**config.mk**
```make
export PLATFORM = sky130hd
export DESIGN_NAME = maze_path_engine
export DESIGN_NICKNAME = d
export VERILOG_FILES = /design/src/rtl/maze_path_engine.sv
export SDC_FILE = /design/constraint.sdc
export NUM_CORES = 1
export LEC_CHECK = 0
export BUFFER_PORTS_ARGS = -buffer_cell sky130_fd_sc_hd__buf_4
export CAP_MARGIN = 15
export CORE_MARGIN = 4
export CORE_UTILIZATION = 25
export CTS_CLUSTER_SIZE = 16
export DETAILED_ROUTE_END_ITERATION = 12
export GPL_TIMING_DRIVEN = 0
export HOLD_SLACK_MARGIN = 0.08
export PLACE_DENSITY = 0.5
export SETUP_SLACK_MARGIN = 0.2
export SYNTH_ARGS = -nofsm -noshare
export SYNTH_HDL_FRONTEND = slang
export SYNTH_SLANG_ARGS = --single-unit
```
**constraint.sdc**
```tcl
create_clock -name clk -period 7.5 [get_ports clk]
set_input_delay 1.5 -clock clk [delete_from_list [all_inputs] [get_ports clk]]
set_output_delay 1.5 -clock clk [all_outputs]
set_load 0.05 [all_outputs]
```
**src/rtl/maze_path_engine.sv**
```systemverilog
// maze_path_engine: cell position and move-stack datapath for the maze solver,
// with command error flagging and a handshaked replay of the stored path.
module maze_path_engine #(
   parameter int COORD_W = 4,
   parameter int DEPTH = 64,
   parameter int GOAL_X = 2**COORD_W-1,
   parameter int GOAL_Y = 2**COORD_W-1,
   localparam int CNT_W = $clog2(DEPTH+1)
) (
   input  logic               clk,
   input  logic               rst,
   input  logic               clr_i,
   input  logic               fwd_i,
   input  logic               back_i,
   input  logic               dir_inc_i,
   input  logic               replay_start_i,
   input  logic               replay_ready_i,
   output logic [COORD_W-1:0] x_o,
   output logic [COORD_W-1:0] y_o,
   output logic [1:0]         dir_cnt_o,
   output logic               dir_last_o,
   output logic               lim_n_o,
   output logic               lim_e_o,
   output logic               lim_w_o,
   output logic               lim_s_o,
   output logic               at_goal_o,
   output logic               empty_o,
   output logic               full_o,
   output logic [CNT_W-1:0]   count_o,
   output logic               err_o,
   output logic               replay_valid_o,
   output logic [1:0]         replay_dir_o,
   output logic               replay_done_o
);
   localparam int PTR_W = $clog2(DEPTH);
   localparam logic [COORD_W-1:0] MAXC = '1;
   typedef enum logic {IDLE, REPLAY} state_t;
   state_t state_q, state_d;
   logic [COORD_W-1:0] x_q, x_d, y_q, y_d;
   logic [1:0] dir_q, dir_d, sdir, top, rdir;
   logic [CNT_W-1:0] cnt_q, cnt_d, rd_q, rd_d, cnt_m1;
   logic err_q, err_d, done_q, done_d, push, step, multi, lim_sel;
   logic [1:0] mem [DEPTH];
   assign cnt_m1 = cnt_q - CNT_W'(1);
   assign top = mem[cnt_m1[PTR_W-1:0]];
   assign rdir = mem[rd_q[PTR_W-1:0]];
   assign lim_n_o = y_q == '0;
   assign lim_e_o = x_q == MAXC;
   assign lim_w_o = x_q == '0;
   assign lim_s_o = y_q == MAXC;
   assign lim_sel = dir_q == 2'd0 ? lim_n_o : dir_q == 2'd1 ? lim_e_o : dir_q == 2'd2 ? lim_w_o : lim_s_o;
   assign at_goal_o = x_q == COORD_W'(GOAL_X) && y_q == COORD_W'(GOAL_Y);
   assign empty_o = cnt_q == '0;
   assign full_o = cnt_q == CNT_W'(DEPTH);
   assign dir_last_o = dir_q == 2'd3;
   assign x_o = x_q;
   assign y_o = y_q;
   assign dir_cnt_o = dir_q;
   assign count_o = cnt_q;
   assign err_o = err_q;
   assign replay_done_o = done_q;
   assign replay_valid_o = state_q == REPLAY;
   assign replay_dir_o = replay_valid_o ? rdir : 2'd0;
   assign multi = (fwd_i & back_i) | (fwd_i & replay_start_i) | (back_i & replay_start_i);
   always_comb begin
      state_d = state_q;
      x_d = x_q;
      y_d = y_q;
      dir_d = dir_q;
      cnt_d = cnt_q;
      rd_d = rd_q;
      err_d = 1'b0;
      done_d = 1'b0;
      push = 1'b0;
      step = 1'b0;
      sdir = dir_q;
      if (state_q == IDLE) begin
         if (multi) err_d = 1'b1;
         else begin
            if (dir_inc_i) dir_d = dir_q + 2'd1;
            if (fwd_i) begin
               if (full_o | lim_sel) err_d = 1'b1;
               else begin
                  push = 1'b1;
                  step = 1'b1;
                  cnt_d = cnt_q + CNT_W'(1);
                  dir_d = 2'd0;
               end
            end else if (back_i) begin
               if (empty_o) err_d = 1'b1;
               else begin
                  step = 1'b1;
                  sdir = ~top;
                  cnt_d = cnt_m1;
                  dir_d = top;
               end
            end else if (replay_start_i) begin
               if (empty_o) err_d = 1'b1;
               else begin
                  x_d = '0;
                  y_d = '0;
                  rd_d = '0;
                  state_d = REPLAY;
               end
            end
         end
      end else begin
         err_d = fwd_i | back_i | dir_inc_i | replay_start_i;
         if (replay_ready_i) begin
            step = 1'b1;
            sdir = rdir;
            rd_d = rd_q + CNT_W'(1);
            if (rd_q == cnt_m1) begin
               done_d = 1'b1;
               state_d = IDLE;
            end
         end
      end
      // legal moves are always in bounds, so plain +/-1 never wraps
      if (step) begin
         x_d = sdir == 2'd1 ? x_q + COORD_W'(1) : sdir == 2'd2 ? x_q - COORD_W'(1) : x_q;
         y_d = sdir == 2'd3 ? y_q + COORD_W'(1) : sdir == 2'd0 ? y_q - COORD_W'(1) : y_q;
      end
      if (clr_i) begin
         state_d = IDLE;
         x_d = '0;
         y_d = '0;
         dir_d = 2'd0;
         cnt_d = '0;
         rd_d = '0;
         err_d = 1'b0;
         done_d = 1'b0;
         push = 1'b0;
      end
   end
   always_ff @(posedge clk or posedge rst) begin
      if (rst) begin
         state_q <= IDLE;
         x_q <= '0;
         y_q <= '0;
         dir_q <= 2'd0;
         cnt_q <= '0;
         rd_q <= '0;
         err_q <= 1'b0;
         done_q <= 1'b0;
      end else begin
         state_q <= state_d;
         x_q <= x_d;
         y_q <= y_d;
         dir_q <= dir_d;
         cnt_q <= cnt_d;
         rd_q <= rd_d;
         err_q <= err_d;
         done_q <= done_d;
      end
   end
   always_ff @(posedge clk) begin
      if (push) mem[cnt_q[PTR_W-1:0]] <= dir_q;
   end
endmodule

```
==> results.txt <==
The flow ran to the end, and the final reports show no timing, DRC or antenna violations. The type of the worst min-delay path is reg2reg. The net count of the mapped netlist was 643; the starting utilization of the core area was 25.3%.

The biggest area contributor in the post-synthesis netlist is sky130_fd_sc_hd__edfxtp_1. STA classifies the critical path endpoint as a register. The start-to-end type of the worst setup path was reg2reg. Most repeated cell in the gate-level netlist after synthesis: sky130_fd_sc_hd__edfxtp_1. The congestion estimate from routability-driven global placement came to 0.820.

Dividing the detail-routed via count by the number of cells gives 4.99. Clock-pin slew was measured on the worst setup and hold paths at 0.07 ns. Power comes to 4.08 mW. The pre-antenna-repair detailed-routing pass consisted of 5 iterations.

Along the worst hold path, the cell count comes to 2. The register-to-register setup slack is 1.82 ns. The buffer levels on the longest clock path was 2. The share of async-settable or async-resettable flops after synthesis was 17.4%. The clock network is responsible for 21.7% of the overall power.

Counting every sink on the clock net gives 155. The core box area was 33400 µm²; the source-to-sink clock delay at the later pin of the worst-skew pair was 0.44 ns. The path with the worst hold slack has its endpoint at rd_q[6]. Yosys attributes the largest share of cell area to sky130_fd_sc_hd__edfxtp_1, sky130_fd_sc_hd__mux4_2, sky130_fd_sc_hd__dfrtp_1, sky130_fd_sc_hd__nor2_1, sky130_fd_sc_hd__ha_1. The run gives 8460 µm² as the mapped cell area. Counting flops with a built-in enable in the synthesized netlist gives 128.

Summed over all cells, the static leakage comes to 3.34 nW. The run gives 701 as the net count of the finished layout. The floorplan step defined a die boundary enclosing 36900 µm². STA puts the critical path data arrival time at 6.01 ns. The switching power is 1.73 mW.

The headroom to the max-slew limit was 33.4%. Sum of met3 wire segment lengths after detailed routing: 1.46 mm. The tools report the required time reported for the critical path endpoint as 7.83 ns.

In the synthesized netlist the dominant register cell turns out to be sky130_fd_sc_hd__edfxtp_1. The utilization of the core after routing was 29.8%; the number of H-tree levels was 4. The tools report the initial antenna violation count as 0.

On the final layout, the worst hold slack is 0.564 ns. The switching power share of the total is 42.5%. Timing would allow up to 0.176 GHz. Wire segments on met2 add up to 12.4 mm in the final route. Pin placement for this block handled 38 I/O pins. Counting every instance in the synthesized netlist gives 620.

The number of setup buffers added after CTS was 0; the worst-path maximum fanout was 10. The top cell type by area accounts for 45.4% of the synthesized area. After synthesis the netlist holds a flip-flop and latch count of 155.

After layout, the minimum clock period comes to 5.68 ns. Startpoint of the lowest-slack hold path: rd_q[6]. From synthesis to final layout, the design area changed by 17.7%. The number of DRC violations after detailed-routing iteration 0 came out at 581. The logs give 25.3 mm for the wire length after detailed routing and 2.34 mW for the internal power. The via count of the first global-routing pass is 5717. In this run the tool buffered the top-level ports with 36 buffer cells. The run gives 0 ns as the setup TNS.

The logs give 0 for the final-report hold violation count and 0 for the number of pins with negative max-slew slack in the final report. Dividing total power by cell area gives a power density of 409 nW/µm². Setup repair after global routing left no endpoint under its margin. Timing analysis after detailed placement gives a worst setup slack of 1.89 ns. The detail route stage leaves a number of antenna-violating nets equal to 0. The share of total power dissipated in combinational logic is 50.5%. The run gives 17 as the number of buffers added by the clock tree synthesis step.

Across the VDD grid, the largest voltage drop is 298 µV. The first global-routing pass estimated 37.5 mm of wire. After detailed routing, the number of remaining DRC violations is 0. The total overflow left after global routing is 0. Routed signal wires occupy layers up through met4. Across the run, the number of max-cap violations was 0.

By count the netlist is led by sky130_fd_sc_hd__edfxtp_1, sky130_fd_sc_hd__nor2_1, sky130_fd_sc_hd__mux4_2. The mean instance size in the synthesized netlist is 13.7 µm², and the share of synthesized area occupied by flip-flops and latches is 53.4%. Synthesis instantiated 65 different standard cells from the library.

The floorplan step set the die height to 192 µm. The critical register-to-register path endpoint was y_o[3]. The floorplan row count was 67; the number of cells upsized or downsized after cts was 0. Entering global routing, the biggest net connects 48 pins. The number of inserted diodes was 0.

The origin of the critical flop-to-flop path is count_o[0]. TritonCTS built the clock tree. For this block, the via count after detailed routing is 5685. In this run the clock root is driven by a sky130_fd_sc_hd__clkbuf_16. The number of setup violations in the final report was 0; the depth of the most critical reg-to-reg path was 23. The proportion of layout cells with a drive suffix above 1 was 25.3%; the total global routing track utilization was 14.0%. On the final layout, the worst clock skew is 0.0121 ns. Once routing completed, OpenROAD measured the worst setup slack at 1.82 ns. Count of synthesis-stage warnings from yosys: 0. Of the available clock period, the critical path in the final layout requires 75.8%. The run gives 17.7 mm as the final HPWL from detailed placement. In this run, post-CTS hold repair placed 0 buffers. The chip width was 192 µm; the post-detailed-route wirelength per cell was 22.2 µm. For this block, wires on met1 add up to 10.9 mm. For the pin with the worst max-slew slack, the measured transition is 0.994 ns. The run gives 27.8% as the register share of total power.

Type of origin of the critical path: a register.
## cell usage in the layout (no fill, tap or decap), types with 4 or more instances in the layout
| cell | synthesis | final |
|---|---|---|
| sky130_fd_sc_hd__xnor2_1 | 18 | 17 |
| sky130_fd_sc_hd__nand2_1 | 32 | 32 |
| sky130_fd_sc_hd__inv_1 | 23 | 23 |
| sky130_fd_sc_hd__a22oi_1 | 8 | 8 |
| sky130_fd_sc_hd__nand2b_1 | 4 | 4 |
| sky130_fd_sc_hd__edfxtp_1 | 128 | 128 |
| sky130_fd_sc_hd__dfrtp_1 | 27 | 25 |
| sky130_fd_sc_hd__a21oi_1 | 13 | 13 |
| sky130_fd_sc_hd__clkbuf_1 | 13 | 15 |
| sky130_fd_sc_hd__o21ai_0 | 10 | 10 |
| sky130_fd_sc_hd__mux4_2 | 66 | 66 |
| sky130_fd_sc_hd__mux2i_1 | 16 | 16 |
| sky130_fd_sc_hd__a21o_1 | 6 | 6 |
| sky130_fd_sc_hd__and2_1 | 4 | 4 |
| sky130_fd_sc_hd__nor4_1 | 4 | 4 |
| sky130_fd_sc_hd__nand4_1 | 6 | 6 |
| sky130_fd_sc_hd__ha_1 | 13 | 13 |
| sky130_fd_sc_hd__nand3b_1 | 6 | 6 |
| sky130_fd_sc_hd__buf_2 | 12 | 12 |
| sky130_fd_sc_hd__nor3_1 | 7 | 7 |
| sky130_fd_sc_hd__nor2b_1 | 8 | 8 |
| sky130_fd_sc_hd__inv_6 | 0 | 4 |
| sky130_fd_sc_hd__o22ai_1 | 7 | 7 |
| sky130_fd_sc_hd__clkbuf_16 | 0 | 17 |
| sky130_fd_sc_hd__a211oi_1 | 4 | 4 |
| sky130_fd_sc_hd__buf_4 | 4 | 40 |
| sky130_fd_sc_hd__nor2_1 | 98 | 98 |
| sky130_fd_sc_hd__xor2_1 | 10 | 10 |
| sky130_fd_sc_hd__nand3_1 | 17 | 17 |
## sequential cells by signal (all words and copies together) (netlist names)
| register | flops |
|---|---|
| replay_valid_o | 1 |
| dir_cnt_o | 2 |
| replay_done_o | 1 |
| mem | 128 |
| err_o | 1 |
| y_o | 4 |
| count_o | 7 |
| rd_q | 7 |
| x_o | 4 |
## through the flow
step | instances | area, µm²
finish | 1139 | 9960
global route | 1139 | 9960
CTS | 1139 | 9960
global placement | 1104 | 9300
detailed placement | 1107 | 9370
floorplan | 620 | 8460
## final cells by class
| type | count | area (µm²) |
|---|---|---|
| fillers | 3357 | 23500 |
| flip-flops and latches | 155 | 4520 |
| multi-input cells | 406 | 3680 |
| well taps | 448 | 561 |
| clock buffers | 19 | 433 |
| repair buffers | 39 | 338 |
| plain buffers | 35 | 184 |
| clock inverters | 13 | 156 |
| inverters | 24 | 90.1 |
## power groups by stage
stage	clock (mW)	combinational, mW	sequential (mW)
2_1_floorplan	0	1.29	1.27
3_3_place_gp	0	1.97	1.22
3_5_place_dp	0	2.05	1.15
4_1_cts	0.899	2.06	1.14
5_1_grt	0.934	2.19	1.14
6_report	0.886	2.06	1.13
## critical path: stages (launching register included)
cell and delay [ns]:
sky130_fd_sc_hd__dfrtp_1 0.46, sky130_fd_sc_hd__buf_6 0.25, sky130_fd_sc_hd__buf_6 0.22, sky130_fd_sc_hd__inv_1 0.12
sky130_fd_sc_hd__ha_1 0.29, sky130_fd_sc_hd__buf_2 0.29, sky130_fd_sc_hd__buf_2 0.42, sky130_fd_sc_hd__buf_2 0.45
sky130_fd_sc_hd__mux4_2 0.28, sky130_fd_sc_hd__nand2_1 0.07, sky130_fd_sc_hd__a31oi_1 0.36, sky130_fd_sc_hd__a21oi_1 0.13
sky130_fd_sc_hd__mux2_2 0.35, sky130_fd_sc_hd__o221a_2 0.30, sky130_fd_sc_hd__ha_1 0.28, sky130_fd_sc_hd__inv_1 0.11
sky130_fd_sc_hd__ha_1 0.23, sky130_fd_sc_hd__a21o_1 0.17, sky130_fd_sc_hd__a21oi_1 0.20, sky130_fd_sc_hd__xnor2_1 0.15
sky130_fd_sc_hd__nor2_1 0.07, sky130_fd_sc_hd__xnor2_1 0.15, sky130_fd_sc_hd__nor3_1 0.07, sky130_fd_sc_hd__a21o_1 0.17
## per-layer routing
metal | vias to the layer above | global-route usage, %
met4 | 0 | 4.36
met1 | 2915 | 18.5
met5 | - | 0
met3 | 36 | 2.69
met2 | 216 | 23.3
li1 | 2518 | -
## worst max path at each step
stage / from / end / slack (ns) / cells after the start
after CTS: count_o[0] / y_o[3] / 1.82 / 23
final: count_o[0] / y_o[3] / 1.82 / 23
after detailed placement: count_o[0] / y_o[3] / 1.89 / 23
after global placement: count_o[0] / y_o[3] / 1.78 / 20
after global routing: count_o[0] / y_o[3] / 1.54 / 23
after floorplan: count_o[0] / y_o[3] / 2.81 / 20
## cell families (layout without fill, tap and decap cells)
logic type,count (synthesis),count (layout),share of synthesized area (%)
XOR/XNOR,28,28,2.90
multiplexers,87,87,20.5
flip-flops,155,155,53.4
buffers and inverters,59,130,3.24
AND/OR/NAND/NOR,202,202,11.3
adder cells (fa/ha/maj),16,16,2.51
AO/OA/AOI/OAI,73,73,6.19
Power figures use the tool's default switching activity.
